==> config.mk <==
export PLATFORM = sky130hd
export DESIGN_NAME = load_ext_queue_flat
export DESIGN_NICKNAME = d
export VERILOG_FILES = /design/src/rtl/load_ext_queue_if.sv /design/src/rtl/load_ext_queue.sv /design/src/flat_wrapper.sv
export SDC_FILE = /design/constraint.sdc
export NUM_CORES = 1
export LEC_CHECK = 0
export CAP_MARGIN = 20
export CORE_MARGIN = 2
export CORE_UTILIZATION = 45
export DETAILED_ROUTE_END_ITERATION = 8
export GPL_TIMING_DRIVEN = 0
export PLACE_DENSITY = 0.83
export RECOVER_POWER = 25
export SLEW_MARGIN = 20
export SYNTH_ARGS = -nofsm -noshare
export SYNTH_HDL_FRONTEND = slang
export SYNTH_SLANG_ARGS = --single-unit
export TNS_END_PERCENT = 5
==> constraint.sdc <==
create_clock -name clk -period 5.1 [get_ports clk]
set_input_delay 0.51 -clock clk [delete_from_list [all_inputs] [get_ports clk]]
set_output_delay 0.51 -clock clk [all_outputs]
set_load 0.005 [all_outputs]
==> src/rtl/load_ext_queue_if.sv <==
// Load-response and result handshake bundle for load_ext_queue.
// The slave modport is the queue; the master modport is the producer/consumer side.
interface load_ext_queue_if #(
    parameter int TAG_W = 5
);
    logic             in_valid;
    logic             in_ready;
    logic [31:0]      in_word;
    logic [1:0]       in_addr;
    logic [2:0]       in_mode;
    logic [TAG_W-1:0] in_tag;
    logic             out_valid;
    logic             out_ready;
    logic [31:0]      out_data;
    logic [TAG_W-1:0] out_tag;
    logic             out_err;

    modport slave (
        input  in_valid, in_word, in_addr, in_mode, in_tag, out_ready,
        output in_ready, out_valid, out_data, out_tag, out_err
    );

    modport master (
        output in_valid, in_word, in_addr, in_mode, in_tag, out_ready,
        input  in_ready, out_valid, out_data, out_tag, out_err
    );
endinterface

==> src/rtl/load_ext_queue.sv <==
// Load-result extension unit with an in-order result buffer of DEPTH entries.
// Optional macro LOAD_EXT_QUEUE_MISALIGN_CHK_EN flags misaligned LH/LHU/LW as errors.
module load_ext_queue #(
    parameter int TAG_W = 5,
    parameter int DEPTH = 2
) (
    input  logic             clk,
    input  logic             rst_n,
    input  logic             flush,
    load_ext_queue_if.slave  bus
);
    localparam int PTR_W   = (DEPTH > 1) ? $clog2(DEPTH) : 1;
    localparam int CNT_W   = $clog2(DEPTH + 1);
    localparam int ENTRY_W = 1 + TAG_W + 32;

    localparam logic [2:0] MODE_LB  = 3'b000;
    localparam logic [2:0] MODE_LBU = 3'b001;
    localparam logic [2:0] MODE_LH  = 3'b010;
    localparam logic [2:0] MODE_LHU = 3'b011;
    localparam logic [2:0] MODE_LW  = 3'b100;

    logic [PTR_W-1:0]   wr_ptr_reg, wr_ptr_next;
    logic [PTR_W-1:0]   rd_ptr_reg, rd_ptr_next;
    logic [CNT_W-1:0]   count_reg, count_next;
    logic [ENTRY_W-1:0] mem [DEPTH];

    logic        push;
    logic        pop;
    logic        not_empty;
    logic [7:0]  byte_lane [4];
    logic [7:0]  byte_sel;
    logic [15:0] half_sel;
    logic [31:0] ext_data;
    logic        ext_err;
    logic        misaligned;

    genvar gi;
    generate
        for (gi = 0; gi < 4; gi++) begin : g_lane
            assign byte_lane[gi] = bus.in_word[8*gi +: 8];
        end
    endgenerate

    assign byte_sel = byte_lane[bus.in_addr];
    assign half_sel = bus.in_addr[1] ? bus.in_word[31:16] : bus.in_word[15:0];

`ifdef LOAD_EXT_QUEUE_MISALIGN_CHK_EN
    assign misaligned = (((bus.in_mode == MODE_LH) || (bus.in_mode == MODE_LHU)) && bus.in_addr[0])
                      || ((bus.in_mode == MODE_LW) && (bus.in_addr != 2'b00));
`else
    assign misaligned = 1'b0;
`endif

    always_comb begin
        ext_data = 32'd0;
        ext_err  = 1'b0;
        case (bus.in_mode)
            MODE_LB:  ext_data = {{24{byte_sel[7]}}, byte_sel};
            MODE_LBU: ext_data = {24'd0, byte_sel};
            MODE_LH:  ext_data = {{16{half_sel[15]}}, half_sel};
            MODE_LHU: ext_data = {16'd0, half_sel};
            MODE_LW:  ext_data = bus.in_word;
            default:  ext_err  = 1'b1;
        endcase
        if (misaligned) begin
            ext_data = 32'd0;
            ext_err  = 1'b1;
        end
    end

    // A full buffer blocks input even when the head is popping this cycle.
    assign not_empty    = (count_reg != '0);
    assign bus.in_ready = (count_reg < CNT_W'(DEPTH));
    assign push         = bus.in_valid && bus.in_ready && !flush;
    assign pop          = not_empty && bus.out_ready && !flush;

    always_comb begin
        wr_ptr_next = wr_ptr_reg;
        rd_ptr_next = rd_ptr_reg;
        count_next  = count_reg;
        if (flush) begin
            wr_ptr_next = '0;
            rd_ptr_next = '0;
            count_next  = '0;
        end else begin
            if (push) wr_ptr_next = wr_ptr_reg + PTR_W'(1);
            if (pop)  rd_ptr_next = rd_ptr_reg + PTR_W'(1);
            case ({push, pop})
                2'b10:   count_next = count_reg + CNT_W'(1);
                2'b01:   count_next = count_reg - CNT_W'(1);
                default: count_next = count_reg;
            endcase
        end
    end

    always_ff @(posedge clk or negedge rst_n) begin
        if (!rst_n) begin
            wr_ptr_reg <= '0;
            rd_ptr_reg <= '0;
            count_reg  <= '0;
        end else begin
            wr_ptr_reg <= wr_ptr_next;
            rd_ptr_reg <= rd_ptr_next;
            count_reg  <= count_next;
        end
    end

    // Storage is not reset; the output mask below hides stale contents.
    always_ff @(posedge clk) begin
        if (push) mem[wr_ptr_reg] <= {ext_err, bus.in_tag, ext_data};
    end

    assign bus.out_valid = not_empty;
    assign bus.out_err   = not_empty ? mem[rd_ptr_reg][ENTRY_W-1]      : 1'b0;
    assign bus.out_tag   = not_empty ? mem[rd_ptr_reg][32 +: TAG_W]    : '0;
    assign bus.out_data  = not_empty ? mem[rd_ptr_reg][31:0]           : 32'd0;
endmodule
==> src/flat_wrapper.sv <==
// flat-port wrapper written by rule: the top's interface ports become plain ports
module load_ext_queue_flat 
#(
    parameter int TAG_W = 5,
    parameter int DEPTH = 2
)
  (clk, rst_n, flush, bus_in_valid, bus_in_word, bus_in_addr, bus_in_mode, bus_in_tag, bus_out_ready, bus_in_ready, bus_out_valid, bus_out_data, bus_out_tag, bus_out_err);
  load_ext_queue_if #(.TAG_W(TAG_W)) bus_i ();
  input  logic clk;
  input  logic rst_n;
  input  logic flush;
  input wire logic [$bits(bus_i.in_valid)-1:0] bus_in_valid;
  input wire logic [$bits(bus_i.in_word)-1:0] bus_in_word;
  input wire logic [$bits(bus_i.in_addr)-1:0] bus_in_addr;
  input wire logic [$bits(bus_i.in_mode)-1:0] bus_in_mode;
  input wire logic [$bits(bus_i.in_tag)-1:0] bus_in_tag;
  input wire logic [$bits(bus_i.out_ready)-1:0] bus_out_ready;
  output wire logic [$bits(bus_i.in_ready)-1:0] bus_in_ready;
  output wire logic [$bits(bus_i.out_valid)-1:0] bus_out_valid;
  output wire logic [$bits(bus_i.out_data)-1:0] bus_out_data;
  output wire logic [$bits(bus_i.out_tag)-1:0] bus_out_tag;
  output wire logic [$bits(bus_i.out_err)-1:0] bus_out_err;
  assign bus_i.in_valid = bus_in_valid;
  assign bus_i.in_word = bus_in_word;
  assign bus_i.in_addr = bus_in_addr;
  assign bus_i.in_mode = bus_in_mode;
  assign bus_i.in_tag = bus_in_tag;
  assign bus_i.out_ready = bus_out_ready;
  assign bus_in_ready = bus_i.in_ready;
  assign bus_out_valid = bus_i.out_valid;
  assign bus_out_data = bus_i.out_data;
  assign bus_out_tag = bus_i.out_tag;
  assign bus_out_err = bus_i.out_err;
  load_ext_queue #(.TAG_W(TAG_W), .DEPTH(DEPTH)) u_core (.clk(clk), .rst_n(rst_n), .flush(flush), .bus(bus_i));
endmodule
-- Yosys cells after proc, flatten, opt, wreduce, memory -nomap -nowiden
Memories as Yosys holds them, arrays and structs flattened.
Cells that the tools add are included.
- output and inout bits: 40
- memories: 1
- input bits: 47
- bits in writable memories: 76
- logic and storage cells: 45
- register bits: 4
- memories (memory ; depth ; bits a word ; rd ports ; clocked after memory_dff ; write ports ; RTL line ; text):
    u_core.mem ; 2 ; 38 ; 1 ; 0 ; 1 ; load_ext_queue.sv:25 ; logic [ENTRY_W-1:0] mem [DEPTH];
- bitwise operators: 1
- equality and inequality tests: 6
- magnitude comparators: 2
- mux-type cells: 17
- reduce and logical (&&, ||, !) cells: 11
- add/sub/neg operators: 4
- operator list (kind ; number):
    32-bit one-hot mux with 5 select lines ; 1
    32-bit two-way mux ; 1
    8-bit binary-select mux with 2-bit select ; 1
    16-bit two-way mux ; 1
    8-bit two-way mux ; 2
    1-bit two-way mux ; 8
    3-bit by 2-bit == test with 1-bit output, second input constant ; 2
    2-bit nonzero test ; 3
    5-bit two-way mux ; 1
    5-bit OR reduction ; 1
    1-bit logical AND ; 4
    2-bit one-hot mux with 2 select lines ; 1
    3-bit by 1-bit == test with 1-bit output, second input constant ; 1
    3-bit == test, second input constant ; 1
    3-bit >= comparator, second input constant ; 1
    3-bit zero test ; 1
    2-bit NOT with 3-bit output ; 1
    3-bit nonzero test ; 1
    1-bit adder, second input constant ; 2
    2-bit by 1-bit adder with 2-bit output, second input constant ; 1
    2-bit by 1-bit == test with 1-bit output, second input constant ; 1
    2-bit == test, second input constant ; 1
    2-bit < comparator, second input constant ; 1
    2-bit two-way mux ; 1
    other kinds (2) ; 2

-- Longest topological paths before layout
- depth after elaboration: 6
- depth in mapped cells: 5
- mapped depth without buffers: 3

-- Least setup slack after synthesis
OpenSTA, ideal clock, no wires.
- path kind: in2reg
- from: input bus_in_valid
- to: memory u_core.mem[1][0] (netlist bit), enable pin
- setup slack: 1151 ps
- required time: 4612 ps
- library setup time: 488 ps
- stages on the path: 2
- arrival: 3461 ps
- path buffers: 0
- path through: nand2b_1 > nor3b_1
- longest elaborated chain between the ends: 4
- ends and longest elaborated chain (what ; RTL line ; text):
    from (decl) ; flat_wrapper.sv:12 ; input wire logic [$bits(bus_i.in_valid)-1:0] bus_in_valid;
    1-bit logical AND (2 in series) ; load_ext_queue.sv:74 ; assign push = bus.in_valid && bus.in_ready && !flush;
    1-bit two-way mux ; load_ext_queue.sv:110 ; if (push) mem[wr_ptr_reg] <= {ext_err, bus.in_tag, ext_data};
    1-bit two-way mux (implied by the code) ; load_ext_queue.sv:110 ;
    to (decl) ; load_ext_queue.sv:25 ;
Every way passes these cells.

-- Worst setup path after layout
- from: register u_core.count_reg[1]
- to: output bus_out_data[29]
- longest elaborated chain between the ends: 2
- ends and longest elaborated chain (what ; RTL line ; text):
    from (decl) ; load_ext_queue.sv:24 ; logic [CNT_W-1:0] count_reg, count_next;
    from (signal assigned) ; load_ext_queue.sv:104 ; count_reg <= count_next;
    2-bit nonzero test ; load_ext_queue.sv:72 ; assign not_empty = (count_reg != '0);
    32-bit two-way mux ; load_ext_queue.sv:116 ; assign bus.out_data = not_empty ? mem[rd_ptr_reg][31:0] : 32'd0;
    to (decl) ; flat_wrapper.sv:20 ; output wire logic [$bits(bus_i.out_data)-1:0] bus_out_data;
Every way passes these cells.

==> summary.txt <==
Clock tree
  – Worst-path clk slew: 80 ps
  – Clock Latency Late Sink: 350 ps
  – Root Buffer: clkbuf_8
  – # hold bufs at CTS: 0
  – Num CTS Buffers: 9
  – Clock buffer depth: 2
  – Post-CTS setup repair buffer count: 0
  – Clock Sinks: 80
  – CTS tree: built
  – Post-CTS sizing: 0
  – H-tree Lvls: 3

Worst setup path
  – Cell family with most CP delay: buffers and inverters
  – Max FO, Critical Path: 10
  – R2R Path End: u_core.mem[0][31]
  – CP bufs+invs: 3
  – Crit-path slowest cell: clkdlybuf4s50_1
  – Register-to-register setup slack: 2840 ps
  – Crit start category: flop
  – Crit. End Element: primary output
  – Crit path top cell by count: nor2_1
  – Crit Path Category: reg2out
  – Arrival time worst endpoint: 2310 ps
  – CP Cell Sequence: nor2_1 > buf_2 > buf_1 > nor2_1 > clkdlybuf4s50_1
  – Critical Path RT: 4590 ps
  – Worst r2r path cells: 4
  – Worst path max stage delay: 470 ps
  – Worst r2r src: u_core.count_reg[1]

Final layout
  – Area grow syn2layout: 30.78%
  – Design area: 5226 µm²
  – N_diodes: 0
  – Fin nets: 452
  – Share of cells above drive strength 1: 0.1366
  – Max reg flops: 76

Placement
  – Port Buffers: 85
  – Gpl congestion: 0.8558
  – Area post-placement: 5060 µm²
  – Final HPWL DP: 7.207 mm

STA
  – Post-route minimum period: 2818 ps
  – Hold_ws: 425.6 ps
  – Final setup viols: 0
  – Part of the cycle the worst path needs: 0.5526
  – Final slew viol count: 0
  – Slew HR: 0.5681
  – Peak Freq: 354.8 MHz
  – Unrepaired setup endpoints after global routing: no
  – Clock skew: 7.310 ps
  – Final hold violation count: 0
  – Tightest Pin Transition: 647.9 ps

Synthesis
  – Cells after synthesis: 301
  – Synth Warn #: 0
  – Syn avg cell area: 13.28 µm²
  – Sequential area share after synthesis: 0.5961
  – Mapped cell area: 3996 µm²
  – Post-Syn Nets: 348
  – Synthesized flop and latch total: 80
  – Yosys cell types: 37

Die
  – Rows: 34
  – Core box area: 8678 µm²
  – Die H: 98.24 µm
  – Initial core utilization: 0.4605
  – Die width: 98.24 µm
  – Ports: 87
  – Die area: 9650 µm²

Power and ir drop
  – Sw Pwr: 382.9 µW
  – Gate power share: 0.182
  – Clock Power Share: 0.308
  – Sw frac: 0.2552
  – PwrDens: 287.1 nW/µm²
  – Sequential share of power: 0.510
  – Max VDD drop: 0.1125 mV
  – Pint: 1118 µW
  – Leakage: 0.001783 µW

Global route
  – Overflow after GRT: 0
  – Initial antenna violation count: 0
  – Total GRT Usage: 0.2051
  – Largest net degree at the start of global routing: 15
  – Vias in the first global route: 2,953
  – First-pass GRT wire length: 15.11 mm

Route
  – Routed via count: 2,903
  – Iter 0 DRT Violations: 176
  – Via density: 5.604
  – Remaining antenna violation count after routing: 0
  – Post-route DRC: 0
  – Pre-Repair DR Iteration Count: 4
  – Routed wire length: 9.555 mm
  – Routed wire per std cell: 18.45 µm

Status
  – Run status: finished, final reports clean

Run
  – Maxcap violations: 0

Worst hold path
  – Worst Hold Class: in2async
==> synth_stat cells (all sizes together) <==
library cell / instances / area [µm²]
or2: 1 / 6.260
o211ai: 1 / 7.510
nand2b: 5 / 31.28
a32oi: 1 / 8.760
buf: 19 / 126.4
mux2: 5 / 60.05
o31ai: 2 / 15.01
nor2: 44 / 165.2
o32ai: 5 / 43.79
edfxtp: 76 / 2282
nand3b: 2 / 15.01
inv: 4 / 15.01
nor3b: 3 / 27.52
o21ai: 6 / 30.03
a2bb2oi: 1 / 26.28
mux2i: 52 / 520.5
a211oi: 16 / 170.2
xor2: 2 / 17.52
o21a: 1 / 7.510
nor3: 1 / 5.000
a21boi: 1 / 18.77
o221ai: 4 / 35.03
clkbuf: 6 / 23.77
a31oi: 1 / 6.260
dfrtp: 4 / 100.1
nor2b: 3 / 18.77
a21oi: 10 / 50.05
nand3: 1 / 5.000
nand2: 6 / 22.52
a22oi: 18 / 135.1
==> worst reg2reg max path, delay by kind of cell (launching register included) <==
kind,cells,cell delay (ps)
buffers and inverters,2,970
DFF,1,440
and+or+nand+nor,2,490
==> cell type report <==
class                      instances  area [µm²]
buffer                            25       148.9
clock buffer                       9       123.9
clock inverter                     7       72.57
fill                             710        3452
inverter                           4       15.01
multi-input combinational        192        1449
sequential                        80        2382
tap                              108       135.1
timing repair buffer              93       899.6
==> per-stage QoR <==
stage / total power, µW / TNS (ps) / setup slack [ps] / cells / utilization
2_1_floorplan: 926.0 / 0 / 1151 / 301 / -
3_3_place_gp: 1044 / -38710 / -711.9 / 494 / 0.5741
3_5_place_dp: 1057 / 0 / 2629 / 502 / 0.5830
4_1_cts: 1512 / 0 / 2235 / 518 / 0.6057
5_1_grt: 1557 / 0 / 2093 / 518 / 0.6022
6_report: 1501 / 0 / 2282 / 518 / 0.6022
==> placed cells by master (no fill, tap or decap), types with 2 or more instances in the layout <==
cell type and n:
mux2_2 4, edfxtp_1 76, buf_6 5, o21ai_0 6, o221ai_1 4, dfrtp_1 4, buf_4 6, nor2b_1 3
dlygate4sd3_1 9, nor2_1 44, clkdlybuf4s50_1 76, a211oi_1 6, buf_2 10, clkinv_4 3, clkbuf_1 10, nor3b_1 2
inv_1 4, nand2b_1 5, nand2_1 6, a211oi_2 10, clkbuf_8 9, nand3b_1 2, o32ai_1 5, a21oi_1 10
a22oi_1 18, o31ai_1 2, xor2_1 2, mux2i_1 52
==> power groups by stage <==
stage	clock, µW	combinational, µW	sequential (µW)
after floorplan	0	147	779
after global placement	0	263	781
after detailed placement	0	277	780
after CTS	467	279	766
after global routing	493	297	768
final	462	273	766
==> logic make-up (layout without fill, tap and decap cells) <==
logic type	after synthesis	after routing	synth area share
xor gates and xnor gates	2	2	0.004384
buffers and inverters	29	138	0.04132
DFF	80	80	0.5961
muxes	57	57	0.1453
and+or+nand+nor	66	66	0.07420
AOI/OAI and AO/OA	67	67	0.1387
==> routing by layer <==
layer,up-vias,share of wire,global-route usage
li1,1360,-,-
met5,-,0,0
met4,0,0.021,0.07482
met2,130,0.49,0.3340
met3,17,0.072,0.03937
met1,1396,0.41,0.2760
==> worst max path at each step <==
stage                     depth (start not counted)           endpoint           startpoint
after floorplan                                   2   u_core.mem[1][0]         bus_in_valid
after global placement                            3  u_core.mem[1][29]         bus_in_valid
after detailed placement                          5   bus_out_data[29]  u_core.count_reg[1]
after CTS                                         5   bus_out_data[30]  u_core.count_reg[1]
after global routing                              5     bus_out_tag[2]  u_core.count_reg[1]
final                                             5   bus_out_data[29]  u_core.count_reg[1]
(Power assumes the default switching activity.)
